--- src/rtl/uart_pkg.sv ---
// uart_pkg: shared constants for the UART receiver slice.
//   - receiver FSM state encoding (3-bit, legacy-compatible values)
//   - bit positions inside the status byte
//   - depth of the optional receive FIFO
package uart_pkg;

  localparam logic [2:0] IDLE  = 3'd0;
  localparam logic [2:0] START = 3'd1;
  localparam logic [2:0] DATA  = 3'd2;
  localparam logic [2:0] STOP  = 3'd3;
  localparam logic [2:0] BRK   = 3'd4;

  localparam int unsigned RDY_BIT  = 0;
  localparam int unsigned FERR_BIT = 1;
  localparam int unsigned OVR_BIT  = 2;

  localparam int unsigned FIFO_DEPTH = 4;

endpackage

--- src/rtl/uart_rx_fifo.sv ---
// uart_rx_fifo: 4-entry receive FIFO used when UART_RXD_FIFO_EN is defined.
// Ports:
//   clk, reset_n  clock, asynchronous active-low reset
//   push_i        write wdata_i (ignored when full unless popping same cycle)
//   pop_i         drop the head entry (ignored when empty)
//   wdata_i[7:0]  byte to store
//   head_o[7:0]   oldest stored entry
//   full_o        FIFO_DEPTH entries held
//   empty_o       no entries held
module uart_rx_fifo
  import uart_pkg::*;
(
  input  logic       clk,
  input  logic       reset_n,
  input  logic       push_i,
  input  logic       pop_i,
  input  logic [7:0] wdata_i,
  output logic [7:0] head_o,
  output logic       full_o,
  output logic       empty_o
);

  logic [7:0] mem_q [FIFO_DEPTH];
  logic [1:0] wptr_q, rptr_q;
  logic [2:0] count_q, count_d;
  logic       do_push, do_pop;

  assign full_o  = (count_q == 3'(FIFO_DEPTH));
  assign empty_o = (count_q == '0);
  assign head_o  = mem_q[rptr_q];

  // Pop is evaluated first, so a push at full is accepted when a pop frees a slot.
  assign do_pop  = pop_i && !empty_o;
  assign do_push = push_i && (!full_o || do_pop);

  always_comb begin
    count_d = count_q;
    case ({do_push, do_pop})
      2'b10:   count_d = count_q + 3'd1;
      2'b01:   count_d = count_q - 3'd1;
      default: count_d = count_q;
    endcase
  end

  always_ff @(posedge clk or negedge reset_n) begin
    if (!reset_n) begin
      for (int unsigned i = 0; i < FIFO_DEPTH; i++) mem_q[i] <= '0;
      wptr_q  <= '0;
      rptr_q  <= '0;
      count_q <= '0;
    end else begin
      if (do_push) begin
        mem_q[wptr_q] <= wdata_i;
        wptr_q        <= wptr_q + 2'd1;
      end
      if (do_pop) rptr_q <= rptr_q + 2'd1;
      count_q <= count_d;
    end
  end

endmodule

--- src/rtl/uart_rxd.sv ---
// uart_rxd: 8N1 UART receiver (LSB first, idle-high line) on the full-rate clk.
// Build option: define UART_RXD_FIFO_EN to replace the single holding
// register with a 4-entry FIFO (uart_rx_fifo). Port list is identical.
// Ports:
//   clk, reset_n  clock, asynchronous active-low reset
//   rxd           asynchronous serial input, idle high
//   rd            single-cycle pop strobe; also clears ferr/ovr
//   data[7:0]     byte at head of buffer
//   rdy           byte available
//   ferr          sticky framing error (stop bit sampled low)
//   ovr           sticky overrun (byte dropped, buffer full)
//   status[7:0]   {5'b0, ovr, ferr, rdy}
//   busy          frame in progress
module uart_rxd
  import uart_pkg::*;
#(
  parameter int unsigned BAUD_DIV = 208,
  parameter int unsigned DIV_W    = 9
) (
  input  logic       clk,
  input  logic       reset_n,
  input  logic       rxd,
  input  logic       rd,
  output logic [7:0] data,
  output logic       rdy,
  output logic       ferr,
  output logic       ovr,
  output logic [7:0] status,
  output logic       busy
);

  localparam logic [DIV_W-1:0] CNT_HALF = DIV_W'(BAUD_DIV / 2 - 1);
  localparam logic [DIV_W-1:0] CNT_FULL = DIV_W'(BAUD_DIV - 1);

  logic             sync1_q, rxs_q;
  logic [2:0]       state_q, state_d;
  logic [DIV_W-1:0] cnt_q, cnt_d;
  logic [2:0]       idx_q, idx_d;
  logic [7:0]       sh_q, sh_d;
  logic             push, set_ferr, set_ovr, tick;
  logic             ferr_q, ovr_q;

  always_ff @(posedge clk or negedge reset_n) begin
    if (!reset_n) begin
      sync1_q <= 1'b1;
      rxs_q   <= 1'b1;
    end else begin
      sync1_q <= rxd;
      rxs_q   <= sync1_q;
    end
  end

  assign tick = (cnt_q == '0);

  always_comb begin
    state_d  = state_q;
    cnt_d    = cnt_q;
    idx_d    = idx_q;
    sh_d     = sh_q;
    push     = 1'b0;
    set_ferr = 1'b0;
    if (state_q != IDLE && state_q != BRK && !tick) cnt_d = cnt_q - 1'b1;
    case (state_q)
      IDLE: if (!rxs_q) begin
        state_d = START;
        cnt_d   = CNT_HALF;
      end
      START: if (tick) begin
        if (rxs_q) state_d = IDLE;
        else begin
          state_d = DATA;
          cnt_d   = CNT_FULL;
          idx_d   = '0;
        end
      end
      DATA: if (tick) begin
        sh_d  = {rxs_q, sh_q[7:1]};
        cnt_d = CNT_FULL;
        idx_d = idx_q + 3'd1;
        if (idx_q == 3'd7) state_d = STOP;
      end
      STOP: if (tick) begin
        // Frame ends mid stop bit so a following start edge is not missed.
        if (rxs_q) begin
          push    = 1'b1;
          state_d = IDLE;
        end else begin
          set_ferr = 1'b1;
          state_d  = BRK;
        end
      end
      BRK: if (rxs_q) state_d = IDLE;
      default: state_d = IDLE;
    endcase
  end

  always_ff @(posedge clk or negedge reset_n) begin
    if (!reset_n) begin
      state_q <= IDLE;
      cnt_q   <= '0;
      idx_q   <= '0;
      sh_q    <= '0;
    end else begin
      state_q <= state_d;
      cnt_q   <= cnt_d;
      idx_q   <= idx_d;
      sh_q    <= sh_d;
    end
  end

`ifdef UART_RXD_FIFO_EN
  logic fifo_full, fifo_empty;

  uart_rx_fifo u_fifo (
    .clk     (clk),
    .reset_n (reset_n),
    .push_i  (push),
    .pop_i   (rd),
    .wdata_i (sh_q),
    .head_o  (data),
    .full_o  (fifo_full),
    .empty_o (fifo_empty)
  );

  assign rdy     = !fifo_empty;
  assign set_ovr = push && fifo_full && !rd;
`else
  logic [7:0] data_q;
  logic       rdy_q;

  // A pop in the delivery cycle frees the register, so the new byte loads.
  assign set_ovr = push && rdy_q && !rd;

  always_ff @(posedge clk or negedge reset_n) begin
    if (!reset_n) begin
      data_q <= '0;
      rdy_q  <= 1'b0;
    end else if (push && (!rdy_q || rd)) begin
      data_q <= sh_q;
      rdy_q  <= 1'b1;
    end else if (rd) begin
      rdy_q  <= 1'b0;
    end
  end

  assign data = data_q;
  assign rdy  = rdy_q;
`endif

  always_ff @(posedge clk or negedge reset_n) begin
    if (!reset_n) begin
      ferr_q <= 1'b0;
      ovr_q  <= 1'b0;
    end else begin
      ferr_q <= set_ferr || (ferr_q && !rd);
      ovr_q  <= set_ovr || (ovr_q && !rd);
    end
  end

  assign ferr = ferr_q;
  assign ovr  = ovr_q;
  assign busy = (state_q != IDLE);

  always_comb begin
    status           = '0;
    status[RDY_BIT]  = rdy;
    status[FERR_BIT] = ferr_q;
    status[OVR_BIT]  = ovr_q;
  end

endmodule

--- config.mk ---
export PLATFORM = sky130hd
export DESIGN_NAME = uart_rxd
export DESIGN_NICKNAME = d
export VERILOG_FILES = /design/src/rtl/uart_pkg.sv /design/src/rtl/uart_rx_fifo.sv /design/src/rtl/uart_rxd.sv
export SDC_FILE = /design/constraint.sdc
export NUM_CORES = 1
export LEC_CHECK = 0
export BUFFER_PORTS_ARGS = -buffer_cell sky130_fd_sc_hd__buf_4
export CAP_MARGIN = 20
export CORE_ASPECT_RATIO = 0.75
export CORE_MARGIN = 3
export CORE_UTILIZATION = 45
export DETAILED_ROUTE_END_ITERATION = 12
export MAX_ROUTING_LAYER = met4
export PLACE_DENSITY = 0.74
export RECOVER_POWER = 100
export SYNTH_ARGS = -nofsm -noshare
export SYNTH_HDL_FRONTEND = slang
export SYNTH_SLANG_ARGS = --single-unit
--- constraint.sdc ---
create_clock -name clk -period 1.88 [get_ports clk]
set_clock_uncertainty 0.05 [all_clocks]
set_input_delay 0.282 -clock clk [delete_from_list [all_inputs] [get_ports clk]]
set_output_delay 0.282 -clock clk [all_outputs]
set_load 0.03 [all_outputs]
==> results of run 1 <==
## state kept, by name, summed over array words and instances (netlist names)
signal / flops
cnt_q: 9
data: 8
ferr: 1
idx_q: 3
ovr: 1
rdy: 1
rxs_q: 1
sh_q: 8
state_q: 3
sync1_q: 1
## layout make-up
class	count	area share
sequential	36	0.411
multi-input combinational	99	0.358
timing repair buffer	41	0.122
clock inverter	3	0.0410
clock buffer	5	0.0313
tap	50	0.0284
inverter	5	0.00853
## per-layer routing
metal | global-route usage | up-vias | part of all wire
met2 | 0.289 | 22 | 0.51
met3 | 0.0437 | 2 | 0.037
met4 | 0.0524 | 0 | 0.0084
met1 | 0.212 | 622 | 0.44
met5 | - | - | 0
li1 | - | 588 | -
## kinds of logic (layout without fill, tap and decap cells)
| family | after synthesis | count (layout) | share of synthesized area |
|---|---|---|---|
| XOR/XNOR | 3 | 3 | 0.0150 |
| flip-flops | 36 | 36 | 0.516 |
| buffers and inverters | 20 | 54 | 0.0722 |
| other | 1 | 5 | 0.00214 |
| AND/OR/NAND/NOR | 46 | 46 | 0.139 |
| adder cells (fa/ha/maj) | 4 | 4 | 0.0286 |
| AO/OA/AOI/OAI | 25 | 25 | 0.0916 |
| multiplexers | 16 | 16 | 0.135 |
## where the power goes
part	internal [W]	switching [W]	leakage [nW]
Sequential	0.000778	0.00000291	0.465
Clock	0.000664	0.000273	0.0784
Combinational	0.00000661	0.0000315	0.492
Total	0.00145	0.000308	1.04
## worst max path at each step
stage	from	to	slack, ps	cells after the start
final	cnt_q[5]	data[7]	-50	6
after global routing	cnt_q[5]	data[7]	-130	6
after CTS	cnt_q[5]	data[7]	-30	6
after detailed placement	cnt_q[5]	data[5]	-90	6
after global placement	cnt_q[5]	data[6]	-60	6
after floorplan	cnt_q[3]	data[0]	-130	8
## worst max-delay path, cell delays in order, from the launching register on
cell and delay, ps:
dfrtp_1 380, or3_4 410, nor3_4 190, and2_4 170, and3_4 190, buf_12 130, mux2_4 300
## metrics by stage
stage / total power (W) / utilization / setup TNS [ps] / std cells / hold WS [ps]
after CTS: 0.00177 / 0.632 / -207 / 239 / 51.9
after detailed placement: 0.000834 / 0.578 / -637 / 229 / 213
after floorplan: 0.000819 / - / -1110 / 155 / -63.6
final: 0.00176 / 0.626 / -354 / 239 / 62.0
after global routing: 0.00180 / 0.626 / -2150 / 239 / 46.8
after global placement: 0.000832 / 0.578 / -471 / 229 / 203
## what timing repair did
| action | CTS | global route |
|---|---|---|
| gates resized for setup | 3 | 8 |
| endpoints found under the hold margin | 34 | 0 |
| pin swaps | 0 | 3 |
| setup endpoints to repair | 9 | 26 |
| buffers inserted | 1 | 0 |
| cloned | 0 | 0 |
| hold buffers | 1 | 0 |
## cell usage after synthesis (2+ instances only)
library cell,count,area share
and2_1,2,0.0072
or3_1,7,0.025
nor3_1,7,0.020
nor4_1,2,0.0072
clkbuf_1,2,0.0043
dfrtp_1,34,0.49
ha_1,4,0.029
a21o_1,2,0.0086
nor2b_1,3,0.011
a211o_1,2,0.010
a211oi_1,2,0.0086
inv_1,5,0.011
nor2_1,9,0.019
dfstp_2,2,0.030
nand2_1,8,0.017
mux2_4,15,0.13
o21ai_0,9,0.026
nand2b_1,2,0.0072
buf_4,9,0.039
buf_6,2,0.013
a21oi_1,4,0.011
xnor2_1,3,0.015
buf_2,2,0.0057
## cells in the final DEF (no fill, tap or decap), types with 5 or more instances in the layout
| master | instances |
|---|---|
| dfrtp_1 | 34 |
| buf_4 | 23 |
| mux2_4 | 15 |
| clkbuf_1 | 14 |
| nor2_1 | 9 |
| o21ai_0 | 9 |
| nand2_1 | 8 |
| or3_1 | 6 |
| nor3_1 | 6 |
| conb_1 | 5 |
| clkbuf_8 | 5 |
==> flow_summary.yaml, run 1 <==
outcome:
  status: "complete, but fails checks"
  violations: "setup timing"
sta:
  worst_pin_slew_ps: 860
  fin_crit_ps: 1930
  rsz0062_at_grt: "true"
  hold_viol: 0
  slew_headroom: 0.427
  finalSetupViolations: 8
  min_period_over_period: 1.03
  fin_ws_ps: -53.4
  max_freq_ghz: 0.517
  drv_slew: 0
synth:
  ys_ff_latch: 36
  yosys.cell_types.count: 37
  ys.flop_type: "dfrtp_1"
  ys_seq_area_frac: 0.516
  syn-cell-area_sq_mm: 0.00175
  synthesis.instances: 151
  yosys_warnings: 0
  postSynthAreaPerCell_sq_um: 11.6
  async_flop_share: 1.00
  synth_edf_count: 0
detailed_routing:
  vias: 1234
  dr.first_iter.drc_count: 53
  via_per_inst: 5.16
  wire_per_inst_um: 15.0
  drc_errors: 0
  ant_nets: 0
  drt-total-wl_um: 3580
  dr.pass1.iters: 4
setup_path:
  end_kind: "flip-flop"
  cp_data_required_time_ps: 2000
  start_kind: "flip-flop"
  reg2reg_slack_ps: -50
  arrival_ps: 2050
  r2r_start: "cnt_q[5]"
  crit_fanout: 8
  crit_type: "reg2reg"
  r2r_end: "data[7]"
  ff2ff_path_depth: 6
finish:
  multi_input_area_sq_um: 788
  fillers: 296
  fin_area_sq_mm: 0.00220
  num_antenna_cells: 0
  regArea_sq_um: 903
  area_growth_pct: 25.8
  nets: 196
  drive_gt1_frac: 0.344
floorplanning:
  die-width_um: 78.0
  dieArea_sq_mm: 0.00468
  coreArea_sq_mm: 0.00351
  rows: 18
  chipHeight_um: 60.0
  start_util: 0.498
  io-pin-count: 24
clocking:
  cts-buffers-inserted: 5
  cts_tree: "done"
  worstSkewPairLatency_ps: 280
  clkSinkCount: 36
  clk_pin_slew_worst_paths_ps: 70
  cts_buffer_depth: 2
  root_buffer: "clkbuf_8"
  htreeDepth: 2
placement:
  dpl.hpwl_um: 2590
  placed_area_sq_mm: 0.00203
  gp_congestion: 0.840
  numPortBuffers: 18
  post-place-ws_ps: -88.3
grt:
  grt_pass1_vias: 1294
  grt_max_degree: 37
  grtUsageTotal: 0.173
  antenna_found_initial: 0
  globalRoute.totalOverflow: 0
  grt_pass1_wl_um: 6020
min_path:
  min_to: "sync1_q"
  worst_hold_path.num_cells: 1
  hold_path_class: "in2reg"
  hold_path_startpoint: "rxd"
pwr:
  irDropWorstVdd_mv: 0.640
  p_leak_nw: 1.04
  cellPowerDensity_mw_per_mm2: 798
job:
  drv_cap: 0
No activity file was read; power rests on OpenSTA's default activity.
==> inputs of run 2 (changes only) <==
--- a/config.mk
+++ b/config.mk
@@ -5,6 +5,7 @@
 export SDC_FILE = /design/constraint.sdc
 export NUM_CORES = 1
 export LEC_CHECK = 0
+export ABC_AREA = 1
 export BUFFER_PORTS_ARGS = -buffer_cell sky130_fd_sc_hd__buf_4
 export CAP_MARGIN = 20
 export CORE_ASPECT_RATIO = 0.75
==> run 2 against run 1 <==
Net effect:
- the flow now finishes without violations
- critical path depth grew 3
- total power decreased by 15%
- clock-buffer cell count unchanged
- final cell count grew 21%
- highest routed layer unchanged
- hold slack lost 15 ps
- register-to-register slack improved by 190 ps
- clock power is 27% lower
- global-route usage decreased by 0.90 points
- area after synthesis up 6.0%
- design area fell by 7.2%
==> flow_summary.yaml, run 2 <==
grt:
  grt_pass1_vias: 1257
  grt_max_degree: 37
  globalRoute.totalOverflow: 0
  grtUsageTotal: 0.164
  grt_pass1_wl_um: 5920
  antenna_found_initial: 0
synth:
  synth_top_family_by_area: "simple AND/OR/NAND/NOR gates"
  yosysMostFrequentCell: "nand2_1"
  synth_fa_ha_area_frac: 0.0270
  yosys.cell_types.count: 33
  synthSimpleGateAreaFrac: 0.291
  ys_ff_latch: 36
  synth.area.mux_share: 0
  async_flop_share: 1.00
  synthTopCellsByCount: "71 x nand2_1, 34 x dfrtp_1, 21 x inv_1"
  synth_xor_area_frac: 0.0142
  yosys_warnings: 0
  synthesis.instances: 215
  synth_area_leaders: "dfrtp_1 46%, nand2_1 14%, inv_1 4.3%"
  postSynthAreaPerCell_sq_um: 8.62
  yosysTopAreaCellShare: 0.459
  synth_edf_count: 0
  ys_seq_area_frac: 0.487
  syn-cell-area_sq_mm: 0.00185
  synth_compound_area_frac: 0.0891
  ys.flop_type: "dfrtp_1"
  synth_top_cell_by_area: "dfrtp_1"
clocking:
  cts_buffer_depth: 2
  cts-buffers-inserted: 5
  htreeDepth: 2
  cts_tree: "done"
  worstSkewPairLatency_ps: 290
  clk_pin_slew_worst_paths_ps: 80
  root_buffer: "clkbuf_8"
  clkSinkCount: 36
finish:
  drive_gt1_frac: 0.135
  fin_area_sq_mm: 0.00204
  nets: 244
  area_growth_pct: 10.1
  final_common_cell: "nand2_1"
  regMostFlops: "cnt_q"
  multi_input_area_sq_um: 773
  final_cell_mix: "70 x nand2_1, 34 x dfrtp_1, 21 x inv_1"
  largest_reg_flops: 9
  num_antenna_cells: 0
  regArea_sq_um: 903
  fillers: 385
pwr:
  irDropWorstVdd_mv: 0.427
  power_w: 0.00150
  p_leak_nw: 1.02
  cellPowerDensity_mw_per_mm2: 733
sta:
  worst_pin_slew_ps: 877
  hold_viol: 0
  drv_slew: 0
  rsz0062_at_grt: "false"
  fin_tns_setup_ps: 0
  min_period_over_period: 0.930
  fin_ws_ps: 132
  finalSetupViolations: 0
  slew_headroom: 0.415
  fin_crit_ps: 1750
  max_freq_ghz: 0.572
floorplanning:
  rows: 19
  io-pin-count: 24
  dieArea_sq_mm: 0.00493
  coreArea_sq_mm: 0.00380
  die-width_um: 80.1
  chipHeight_um: 61.6
  start_util: 0.487
setup_path:
  start_kind: "flip-flop"
  end_kind: "flip-flop"
  reg2reg_slack_ps: 130
  cp_data_required_time_ps: 2040
  crit_type: "reg2reg"
  crit_fanout: 7
  arrival_ps: 1910
detailed_routing:
  dr.pass1.iters: 4
  drt-total-wl_um: 3450
  wire_per_inst_um: 11.9
  via_per_inst: 4.85
  ant_nets: 0
  vias: 1403
  drc_errors: 0
  dr.first_iter.drc_count: 102
outcome:
  status: "completed"
placement:
  gp_congestion: 0.944
  placed_area_sq_mm: 0.00200
  dpl.hpwl_um: 2500
  numPortBuffers: 18
  post-place-ws_ps: 163
job:
  drv_cap: 0
min_path:
  hold_path_class: "in2reg"
[run 2: changes by cell type in the layout (fill, tap and decap cells not counted), moves of 4 or more]
cell     previous run  this run
mux2_4             15         0
nor2_1              9        16
nor3_1              6         2
o21ai_0             9        13
or3_1               6         0
nand3_1             1         9
inv_1               3        21
nand2_1             8        70
buf_4              23         4
[run 2: logic make-up (layout without fill, tap and decap cells)]
kind of cell / after synthesis / after routing
xor+xnor: 3 / 3
fa+ha+maj: 4 / 4
simple gates: 114 / 114
compound gates: 24 / 24
flops: 36 / 36
other cells: 1 / 5
buf+inv: 33 / 51
[run 2: through the flow]
step | util | instances | hold WS (ps)
after floorplan | - | 219 | -63.6
after global placement | 0.526 | 280 | 219
after detailed placement | 0.526 | 280 | 215
after CTS | 0.558 | 289 | 31.0
after global routing | 0.537 | 289 | 36.2
final | 0.537 | 289 | 47.4
[run 2: critical path, cell delays in order, from the launching register on]
cell,delay (ps)
dfrtp_1,390
inv_1,140
ha_1,240
nand3_2,150
nor2_8,160
nor2_2,50
buf_4,160
nand2_1,100
nand2_1,80
o21ai_0,160
[run 2: final cells by class]
| class | count | area share |
|---|---|---|
| clock buffers | 5 | 0.0337 |
| multi-input cells | 150 | 0.379 |
| repair buffers | 21 | 0.0515 |
| well taps | 52 | 0.0319 |
| flip-flops and latches | 36 | 0.443 |
| inverters | 22 | 0.0405 |
| clock inverters | 3 | 0.0208 |
[run 2: final timing paths]
| kind | start | end | depth (start not counted) |
|---|---|---|---|
| hold / removal | rxd | sync1_q | 1 |
| setup reg to reg | cnt_q[0] | state_q[2] | 9 |
| max in group asynchronous | reset_n | sh_q[3] | 2 |
| setup / recovery | cnt_q[0] | state_q[2] | 9 |
| hold reg to reg | sync1_q | rxs_q | 0 |
| min in group asynchronous | reset_n | cnt_q[0] | 2 |
[run 2: power by group]
group	leakage [nW]	internal [W]	switching (W)
clock	0.0541	0.000392	0.000287
combinational	0.500	0.00000531	0.0000312
sequential	0.465	0.000778	0.00000219
[run 2: what timing repair did]
item	CTS	global route
setup endpoints to repair	0	1
hold buffers	1	0
endpoints found under the hold margin	34	0
gates resized for setup	0	1
setup buffers	0	0
[run 2: metal layers]
layer | wire, um | vias to the layer above | GRT usage
li1 | - | 712 | -
met1 | 1770 | 630 | 0.247
met2 | 1380 | 56 | 0.200
met3 | 253 | 5 | 0.0365
met4 | 49 | 0 | 0.0843
met5 | 0 | - | -
